## config.mk

```make
export PLATFORM = sky130hd
export DESIGN_NAME = alu_serial_ctrl_flat
export DESIGN_NICKNAME = d
export VERILOG_FILES = /design/src/rtl/alu_serial_ctrl_if.sv /design/src/rtl/alu_serial_ctrl.sv /design/src/flat_wrapper.sv
export SDC_FILE = /design/constraint.sdc
export NUM_CORES = 1
export LEC_CHECK = 0
export CORE_ASPECT_RATIO = 1.5
export CORE_MARGIN = 2
export CORE_UTILIZATION = 50
export DETAILED_ROUTE_END_ITERATION = 8
export HOLD_SLACK_MARGIN = 0.15
export PLACE_DENSITY_LB_ADDON = 0.1
export RECOVER_POWER = 50
export SLEW_MARGIN = 20
export SYNTH_ARGS = -nofsm -noshare
export SYNTH_HDL_FRONTEND = slang
export SYNTH_SLANG_ARGS = --single-unit
```

## constraint.sdc

```tcl
create_clock -name clk_i -period 9.1 [get_ports clk_i]
set_input_delay 1.365 -clock clk_i [delete_from_list [all_inputs] [get_ports clk_i]]
set_output_delay 1.365 -clock clk_i [all_outputs]
set_load 0.05 [all_outputs]
```

## src/rtl/alu_serial_ctrl_if.sv

```systemverilog
// Request/result bundle between decode/control and the serial ALU sequencer.
// The master raises start_i with operands; the slave answers with ready/done and the result flags.
interface alu_serial_ctrl_if #(
  parameter int WIDTH = 32
);
  logic             start_i;
  logic [2:0]       op_i;
  logic [WIDTH-1:0] a_i;
  logic [WIDTH-1:0] b_i;
  logic             ready_o;
  logic             done_o;
  logic [WIDTH-1:0] result_o;
  logic             cout_o;
  logic             ovf_o;
  logic             zero_o;

  modport master (
    output start_i, op_i, a_i, b_i,
    input  ready_o, done_o, result_o, cout_o, ovf_o, zero_o
  );

  modport slave (
    input  start_i, op_i, a_i, b_i,
    output ready_o, done_o, result_o, cout_o, ovf_o, zero_o
  );
endinterface

```

## src/rtl/alu_serial_ctrl.sv

```systemverilog
// Drives a 1-bit ALU slice LSB first; done_o pulses WIDTH+1 cycles after the accepting edge.
// ready_o is high only in IDLE; start_i is ignored while RUN/DONE, so requests are never queued.
module alu_serial_ctrl #(
  parameter int WIDTH = 32,
  parameter int CNT_W = $clog2(WIDTH)
) (
  input logic              clk_i,
  input logic              rst_i,
  alu_serial_ctrl_if.slave bus
);
  localparam logic [2:0] OP_ADD  = 3'b000;
  localparam logic [2:0] OP_AND  = 3'b001;
  localparam logic [2:0] OP_OR   = 3'b010;
  localparam logic [2:0] OP_XOR  = 3'b011;
  localparam logic [2:0] OP_SUB  = 3'b100;
  localparam logic [2:0] OP_SLT  = 3'b101;
  localparam logic [2:0] OP_SLTU = 3'b110;

  typedef enum logic [1:0] {S_IDLE, S_RUN, S_DONE} state_t;

  state_t           r_state;
  logic [WIDTH-1:0] r_a;
  logic [WIDTH-1:0] r_b;
  logic [WIDTH-1:0] r_acc;
  logic [2:0]       r_op;
  logic [CNT_W-1:0] r_cnt;
  logic             r_carry;
  logic             r_ready;
  logic             r_done;
  logic [WIDTH-1:0] r_result;
  logic             r_cout;
  logic             r_ovf;
  logic             r_zero;

  logic [2:0]       w_slice_op;
  logic             w_binv;
  logic             w_a_bit;
  logic             w_b_eff;
  logic             w_sum;
  logic             w_cout;
  logic             w_bit;
  logic             w_less;
  logic             w_lessu;
  logic             w_last;
  logic             w_ovf;
  logic             w_arith;
  logic             w_addsub;
  logic [WIDTH-1:0] w_final;

  // Set-less-than ops run through the slice as a plain subtract.
  always_comb begin
    w_slice_op = r_op;
    w_binv     = 1'b0;
    if (r_op == OP_SUB || r_op == OP_SLT || r_op == OP_SLTU) begin
      w_slice_op = OP_SUB;
      w_binv     = 1'b1;
    end
  end

  assign w_less  = 1'b0;
  assign w_lessu = 1'b0;
  assign w_a_bit = r_a[r_cnt];
  assign w_b_eff = r_b[r_cnt] ^ w_binv;
  assign w_sum   = w_a_bit ^ w_b_eff ^ r_carry;
  assign w_cout  = (w_a_bit & w_b_eff) | (r_carry & (w_a_bit ^ w_b_eff));

  always_comb begin
    case (w_slice_op)
      3'b000, 3'b100: w_bit = w_sum;
      3'b001:         w_bit = w_a_bit & w_b_eff;
      3'b010:         w_bit = w_a_bit | w_b_eff;
      3'b011:         w_bit = w_a_bit ^ w_b_eff;
      3'b101:         w_bit = w_less;
      3'b110:         w_bit = w_lessu;
      default:        w_bit = 1'b0;
    endcase
  end

  assign w_last   = (r_cnt == CNT_W'(WIDTH - 1));
  assign w_ovf    = r_carry ^ w_cout;
  assign w_arith  = (r_op == OP_ADD) || (r_op == OP_SUB) || (r_op == OP_SLT) || (r_op == OP_SLTU);
  assign w_addsub = (r_op == OP_ADD) || (r_op == OP_SUB);

  // Final word as seen on the MSB step, with the compare ops collapsed to 0/1.
  always_comb begin
    w_final            = r_acc;
    w_final[WIDTH-1]   = w_bit;
    if (r_op == OP_SLT) begin
      w_final = {{(WIDTH-1){1'b0}}, w_bit ^ w_ovf};
    end else if (r_op == OP_SLTU) begin
      w_final = {{(WIDTH-1){1'b0}}, ~w_cout};
    end
  end

  always_ff @(posedge clk_i) begin
    if (rst_i) begin
      r_state  <= S_IDLE;
      r_a      <= '0;
      r_b      <= '0;
      r_acc    <= '0;
      r_op     <= OP_ADD;
      r_cnt    <= '0;
      r_carry  <= 1'b0;
      r_ready  <= 1'b1;
      r_done   <= 1'b0;
      r_result <= '0;
      r_cout   <= 1'b0;
      r_ovf    <= 1'b0;
      r_zero   <= 1'b1;
    end else begin
      r_done <= 1'b0;
      case (r_state)
        S_IDLE: begin
          if (bus.start_i) begin
            r_a     <= bus.a_i;
            r_b     <= bus.b_i;
            r_op    <= bus.op_i;
            r_cnt   <= '0;
            r_carry <= (bus.op_i == OP_SUB) || (bus.op_i == OP_SLT) || (bus.op_i == OP_SLTU);
            r_ready <= 1'b0;
            r_state <= S_RUN;
          end
        end
        S_RUN: begin
          r_acc[r_cnt] <= w_bit;
          r_carry      <= w_cout;
          if (w_last) begin
            r_result <= w_final;
            r_cout   <= w_arith & w_cout;
            r_ovf    <= w_addsub & w_ovf;
            r_zero   <= (w_final == '0);
            r_done   <= 1'b1;
            r_state  <= S_DONE;
          end else begin
            r_cnt <= r_cnt + CNT_W'(1);
          end
        end
        S_DONE: begin
          r_ready <= 1'b1;
          r_state <= S_IDLE;
        end
        default: begin
          r_ready <= 1'b1;
          r_state <= S_IDLE;
        end
      endcase
    end
  end

  assign bus.ready_o  = r_ready;
  assign bus.done_o   = r_done;
  assign bus.result_o = r_result;
  assign bus.cout_o   = r_cout;
  assign bus.ovf_o    = r_ovf;
  assign bus.zero_o   = r_zero;

  // OP_AND/OP_OR/OP_XOR are decoded by the slice case via their raw codes.
  logic w_unused_ops;
  assign w_unused_ops = ^{OP_AND, OP_OR, OP_XOR};
endmodule

```

## src/flat_wrapper.sv

```systemverilog
// flat-port wrapper written by rule: the top's interface ports become plain ports
module alu_serial_ctrl_flat 
#(
  parameter int WIDTH = 32,
  parameter int CNT_W = $clog2(WIDTH)
)
  (clk_i, rst_i, bus_start_i, bus_op_i, bus_a_i, bus_b_i, bus_ready_o, bus_done_o, bus_result_o, bus_cout_o, bus_ovf_o, bus_zero_o);
  alu_serial_ctrl_if #(.WIDTH(WIDTH)) bus_i ();
  input logic clk_i;
  input logic rst_i;
  input wire logic [$bits(bus_i.start_i)-1:0] bus_start_i;
  input wire logic [$bits(bus_i.op_i)-1:0] bus_op_i;
  input wire logic [$bits(bus_i.a_i)-1:0] bus_a_i;
  input wire logic [$bits(bus_i.b_i)-1:0] bus_b_i;
  output wire logic [$bits(bus_i.ready_o)-1:0] bus_ready_o;
  output wire logic [$bits(bus_i.done_o)-1:0] bus_done_o;
  output wire logic [$bits(bus_i.result_o)-1:0] bus_result_o;
  output wire logic [$bits(bus_i.cout_o)-1:0] bus_cout_o;
  output wire logic [$bits(bus_i.ovf_o)-1:0] bus_ovf_o;
  output wire logic [$bits(bus_i.zero_o)-1:0] bus_zero_o;
  assign bus_i.start_i = bus_start_i;
  assign bus_i.op_i = bus_op_i;
  assign bus_i.a_i = bus_a_i;
  assign bus_i.b_i = bus_b_i;
  assign bus_ready_o = bus_i.ready_o;
  assign bus_done_o = bus_i.done_o;
  assign bus_result_o = bus_i.result_o;
  assign bus_cout_o = bus_i.cout_o;
  assign bus_ovf_o = bus_i.ovf_o;
  assign bus_zero_o = bus_i.zero_o;
  alu_serial_ctrl #(.WIDTH(WIDTH), .CNT_W(CNT_W)) u_core (.clk_i(clk_i), .rst_i(rst_i), .bus(bus_i));
endmodule
```

==> impl_results.md, run 1 <==
- CTS max path bufs: 2
- Synth async-reset ratio: 0
- Final Max Tran Viols: 147
- Clock Sinks: 143
- Setup TNS: 0 ns
- Synth Instances: 740
- Mapped Area: 6108 µm²
- CTS Buf Count: 17
- Routability Congestion: 0.7689
- Hold Crit Class: reg2reg
- Register area share after synthesis: 0.4687
- Setup crit end kind: flop
- Slew HR: -1.891
- Die Y-Extent: 139.4 µm
- Simple-gate share of the synthesized area: 0.2278
- Drc violations: 0
- Std cell rows: 49
- DR vias: 5237
- P_sw: 0.3537 mW
- Buffers on Ports: 106
- Part of the power in registers: 0.458
- Post-CTS Resized: 0
- Dpl hpwl: 9623 µm
- Post-synthesis adder-cell area fraction: 0.01925
- Mux contribution to synthesized area: 0.06206
- Layout cell share with drive strength beyond 1: 0.06250
- Fmax achieved: 166.4 MHz
- Setup Viol. Count Final: 0
- Number of max-cap violations: 2
- Switch share: 0.2444
- Failing checks: capacitance limit, slew limit
- Leak pwr: 2.629 nW
- Vias in the first global route: 4970
- WP data required: 9.46 ns
- I/O Pins: 107
- Clock transition at path regs: 0.06 ns
- Post-synth EDFFs: 0
- Nets: 881
- Int Pwr: 1.093 mW
- RSZ-0062 raised after global routing: false
- Syn Nets: 818
- Synth unique cells: 49
- Most common cell after layout, fill and taps aside: nand2_1
- VDD IR max: 134.5 µV
- Gr ovfl total: 0
- Worst-skew pair later-pin latency: 0.41 ns
- Detail Route Antenna Nets: 0
- Reg2Reg Depth: 10
- Hold Fails Final Rpt: 0
- Worst slew pin tran: 4.336 ns
- CP startpoint kind: input pin
- Hold slack: 0.4470 ns
- Wire length per cell: 14.49 µm
- Initial antenna violation count: 0
- H-tree depth: 4
- First-pass GRT wire length: 23110 µm
- Worst-path fanout max: 104
- Synth Area in XOR/XNOR: 0.01004
- Syn Area/Cell: 8.255 µm²
- Initial core utilization: 0.5109
- Clock Tree Root: clkbuf_16
- Clk pwr share: 0.446
- Hold buffer count at CTS: 0
- Critical path type: in2reg
- 1st-iter DRT viols: 204
- Largest net degree at the start of global routing: 105
- Minimum clock period: 6.009 ns
- Largest family of logic cells by synthesized area: simple AND/OR/NAND/NOR gates
- Routed WL: 14040 µm
- Vias/cell: 5.405
- ANT cells: 0
- Crit path DAT: 6.37 ns
- Combinational Power Share: 0.096
- Most frequent cells in the layout: 178 x nand2_1, 143 x dfxtp_1, 133 x a21oi_1
- Skew final: 0.007808 ns
- CTS tree: yes
- Drt pass-1 iters: 5
- Hold path depth: 2
- Area grow syn2layout: 25.40%
- Chip Width: 94.25 µm
- Total power: 1.447 mW
- # Post-CTS Setup Buffers: 0
- Tcrit/Tclk final: 0.6604
- # fillers: 1080
- Die area: 13130 µm²
- #FFs+latches synth: 143
- CORE AREA: 11960 µm²
- GRT Total Usage: 0.2208
- YS warnings: 0
- Leading register cell type out of synthesis: dfxtp_1
- Compound-Gate Fraction of Synth Area: 0.1567
- Power per Cell Area: 188.9 nW/µm²
- Status: finished, violations left
-- metal layers --
| metal | part of all wire | track usage | up-vias |
|---|---|---|---|
| li1 | - | - | 2674 |
| met5 | 0 | 0 | - |
| met3 | 0.036 | 0.04385 | 23 |
| met1 | 0.40 | 0.2449 | 2423 |
| met2 | 0.54 | 0.3977 | 117 |
| met4 | 0.020 | 0.1007 | 0 |
-- cell usage after synthesis (9+ instances only) --
library cell / instances / area share
inv_1: 11 / 0.0068
nand2_1: 178 / 0.11
o22ai_1: 9 / 0.0092
o21ai_0: 32 / 0.026
buf_2: 15 / 0.012
a21oi_1: 133 / 0.11
mux2i_1: 9 / 0.015
dfxtp_1: 143 / 0.47
clkbuf_1: 43 / 0.026
nor2_1: 14 / 0.0086
or3_1: 33 / 0.034
nand3_1: 33 / 0.027
-- worst max-delay path, cell delays in order --
cell and delay [ns]:
clkbuf_1 1.18, clkbuf_1 3.11, nor3_1 0.18, o21ai_0 0.31
o211a_1 0.19
-- cell families after synthesis --
family                     count (synthesis)
AOI/OAI and AO/OA                        183
buffers and inverters                     79
xor gates and xnor gates                   7
adders and majority gates                  9
muxes                                     21
and+or+nand+nor                          298
DFF                                      143
-- stage by stage --
stage	setup slack, ns	cell area (µm²)	utilization	cells
2_1_floorplan	5.925	6108	-	740
3_3_place_gp	4.657	7106	0.5943	937
3_5_place_dp	4.560	7106	0.5943	937
4_1_cts	4.536	7665	0.6411	969
5_1_grt	2.568	7660	0.6407	969
6_report	3.091	7660	0.6407	969
-- sequential cells by signal, summed over array words and instances (netlist names), 2 cells and up --
register	count
u_core.bus.result_o	32
u_core.r_a	32
u_core.r_acc	31
u_core.r_b	32
u_core.r_cnt	5
u_core.r_op	3
u_core.r_state	2
-- worst paths after layout --
kind	start	end	slack, ns
setup / recovery	rst_i	u_core.bus.zero_o$_SDFFE_PP1P_	3.09
hold reg to reg	u_core.bus.result_o[23]$_SDFFE_PP0P_	u_core.bus.result_o[23]$_SDFFE_PP0P_	0.45
hold / removal	u_core.bus.result_o[23]$_SDFFE_PP0P_	u_core.bus.result_o[23]$_SDFFE_PP0P_	0.45
setup reg to reg	u_core.r_cnt[0]$_SDFFE_PP0P_	u_core.bus.result_o[31]$_SDFFE_PP0P_	4.45
-- layout make-up --
type                            count  area (µm²)  share of cell area
Multi-Input combinational cell    518        2917              0.3808
Tap cell                          153       191.4             0.02499
Timing Repair Buffer              110        1081              0.1411
Sequential cell                   143        2863              0.3737
Clock inverter                     13       116.4             0.01519
Inverter                           13       48.80            0.006370
Clock buffer                       19       442.9             0.05782
-- power by group through the flow --
stage | Sequential [mW] | Combinational, mW | Clock, mW
4_1_cts | 0.662 | 0.138 | 0.657
3_3_place_gp | 0.676 | 0.133 | 0
6_report | 0.663 | 0.138 | 0.646
5_1_grt | 0.665 | 0.153 | 0.683
2_1_floorplan | 0.669 | 0.0953 | 0
3_5_place_dp | 0.676 | 0.137 | 0
Note: power is estimated with default switching activity, not from simulation.
==> run 2, diff against run 1 <==
- CORE_UTILIZATION: 50 -> 48
- clock period: 9.1 -> 5.2 ns (I/O delays scaled with it)
==> impl_results.md, run 2 (same netlist as run 1, synthesis figures left out) <==
- CP max-delay cell: nor2_1
- Critical path type: in2reg
- Drc violations: 0 (unchanged)
- Gr ovfl total: 0 (unchanged)
- Total power: 2.727 mW (+88%)
- Layout cell share with drive strength beyond 1: 0.05875 (-0.003748)
- Buffers on Ports: 106 (unchanged)
- Clock transition at path regs: 0.06 ns (about the same)
- Drt pass-1 iters: 4 (-1)
- Chip Width: 96.11 µm (+2.0%)
- 1st-iter DRT viols: 298 (+46%)
- Power per Cell Area: 352.1 nW/µm² (+86%)
- Most common cell after layout, fill and taps aside: nand2_1
- CORE AREA: 12450 µm² (+4.1%)
- # Post-CTS Setup Buffers: 0 (unchanged)
- GRT Total Usage: 0.2183 (-0.002498)
- Minimum clock period: 4.143 ns
- CTS max path bufs: 2 (unchanged)
- Clock Tree Root: clkbuf_16
- First-pass GRT wire length: 23400 µm (+1.3%)
- Setup ws final: 1.057 ns (-2.034 ns)
- I/O Pins: 107 (unchanged)
- Vias in the first global route: 4899 (-1.4%)
- Nets: 883 (+0.23%)
- Clock Sinks: 143 (unchanged)
- Die Y-Extent: 142.2 µm (+2.0%)
- Post-CTS Resized: 0 (unchanged)
- Die area: 13660 µm² (+4.0%)
- Setup TNS: 0 ns (unchanged)
- Worst-path fanout max: 37 (-64%)
- Most frequent cells in the layout: 178 x nand2_1, 143 x dfxtp_1, 133 x a21oi_1
- Max incr delay on CP: 1.68 ns (-1.43 ns)
- Number of max-cap violations: 3 (+1)
- Hold Fails Final Rpt: 0 (unchanged)
- Hold Crit Class: reg2reg
- # fillers: 1096 (+1.5%)
- Worst slew pin tran: 2.274 ns (-2.063 ns)
- Hold buffer count at CTS: 0 (unchanged)
- Tcrit/Tclk final: 0.7968
- Final Max Tran Viols: 147 (unchanged)
- Detail Route Antenna Nets: 0 (unchanged)
- ANT cells: 0 (unchanged)
- Failing checks: capacitance limit, slew limit
- Area grow syn2layout: 26.79%
- Final core utilization: 0.6221 (-0.01860)
- Slew HR: -0.5213 (+1.370)
- Wire length per cell: 14.88 µm (+2.7%)
- Worst path cell trace: dlygate4sd3_1 -> nand2b_1 -> nor2_1 -> clkbuf_1 -> nand2_1 -> a21oi_1
- DR vias: 5235 (-0.038%)
- Crit path DAT: 4.48 ns (-1.89 ns)
- CP startpoint kind: input pin
- Leak pwr: 2.798 nW (+6.4%)
- VDD IR max: 213.3 µV (+59%)
- RSZ-0062 raised after global routing: false
- Status: finished, violations left
- Initial core utilization: 0.4907 (-0.02028)
- CTS Buf Count: 17 (unchanged)
- Setup Viol. Count Final: 0 (unchanged)
- Fmax achieved: 241.3 MHz
- Initial antenna violation count: 0 (unchanged)
- Largest net degree at the start of global routing: 74 (-30%)
- Skew final: 0.009090 ns (+0.001282 ns)
- Routability Congestion: 0.7853 (+2.1%)
- Worst-skew pair later-pin latency: 0.42 ns (about the same)
- Setup WS pre-CTS: 1.339 ns (-3.222 ns)
- H-tree depth: 4 (unchanged)
- Setup crit end kind: flop
- CTS tree: yes
- Vias/cell: 5.380 (-0.45%)
- Std cell rows: 50 (+2.0%)
- Dpl hpwl: 9906 µm (+2.9%)
- WP data required: 5.54 ns (-3.92 ns)
- Routed WL: 14470 µm (+3.1%)
-- run 2: cell count changes in the layout (fill, tap and decap cells not counted), moves of 2 or more --
cell	change
clkbuf_1	+2
clkdlybuf4s50_1	-38
bufinv_16	+4
dlygate4sd3_1	+38
buf_4	+2
clkinvlp_4	-2
clkinv_2	-2
clkinv_4	-3
-- run 2: path summary, 6_finish.rpt --
| path | startpoint | end | slack (ns) | depth (start not counted) |
|---|---|---|---|---|
| setup reg to reg | u_core.r_cnt[1]$_SDFFE_PP0P_ | u_core.bus.result_o[31]$_SDFFE_PP0P_ | 1.28 | 11 |
| hold reg to reg | u_core.bus.result_o[22]$_SDFFE_PP0P_ | u_core.bus.result_o[22]$_SDFFE_PP0P_ | 0.45 | 2 |
| setup / recovery | bus_start_i | u_core.r_b[23]$_SDFFE_PP0P_ | 1.06 | 6 |
| hold / removal | u_core.bus.result_o[22]$_SDFFE_PP0P_ | u_core.bus.result_o[22]$_SDFFE_PP0P_ | 0.45 | 2 |
-- run 2: cell type report --
cell class / count / area (µm²) / area share
sequential: 143 / 2863 / 0.3696
tap: 156 / 195.2 / 0.02520
timing repair buffer: 112 / 1096 / 0.1415
inverter: 13 / 48.80 / 0.006300
clock inverter: 10 / 185.2 / 0.02391
clock buffer: 21 / 450.4 / 0.05816
multi-input combinational: 518 / 2907 / 0.3753
-- run 2: layer usage --
| layer | vias up | track usage | share of wire |
|---|---|---|---|
| met3 | 19 | 0.04714 | 0.041 |
| met1 | 2419 | 0.2604 | 0.42 |
| met2 | 128 | 0.3805 | 0.53 |
| met5 | - | 0 | 0 |
| li1 | 2669 | - | - |
| met4 | 0 | 0.07519 | 0.013 |
-- run 2: stage by stage --
step	hold WS (ns)	cells	cell area, µm²
floorplan	0.4315	740	6108
global placement	0.4388	942	7124
detailed placement	0.4450	942	7124
CTS	0.4529	973	7760
global route	0.4619	973	7745
finish	0.4462	973	7745
-- run 2: critical path, delay by kind of cell --
family                 cells  cell delay (ns)
and+or+nand+nor            3             1.95
buffers and inverters      2             1.56
AOI/OAI and AO/OA          1             0.19
-- run 2: report_power, final --
part           switching [mW]  total (mW)  internal [mW]
clock                   0.459        1.32          0.862
combinational           0.134       0.247          0.114
sequential             0.0270        1.16           1.13
total                   0.620        2.73           2.11
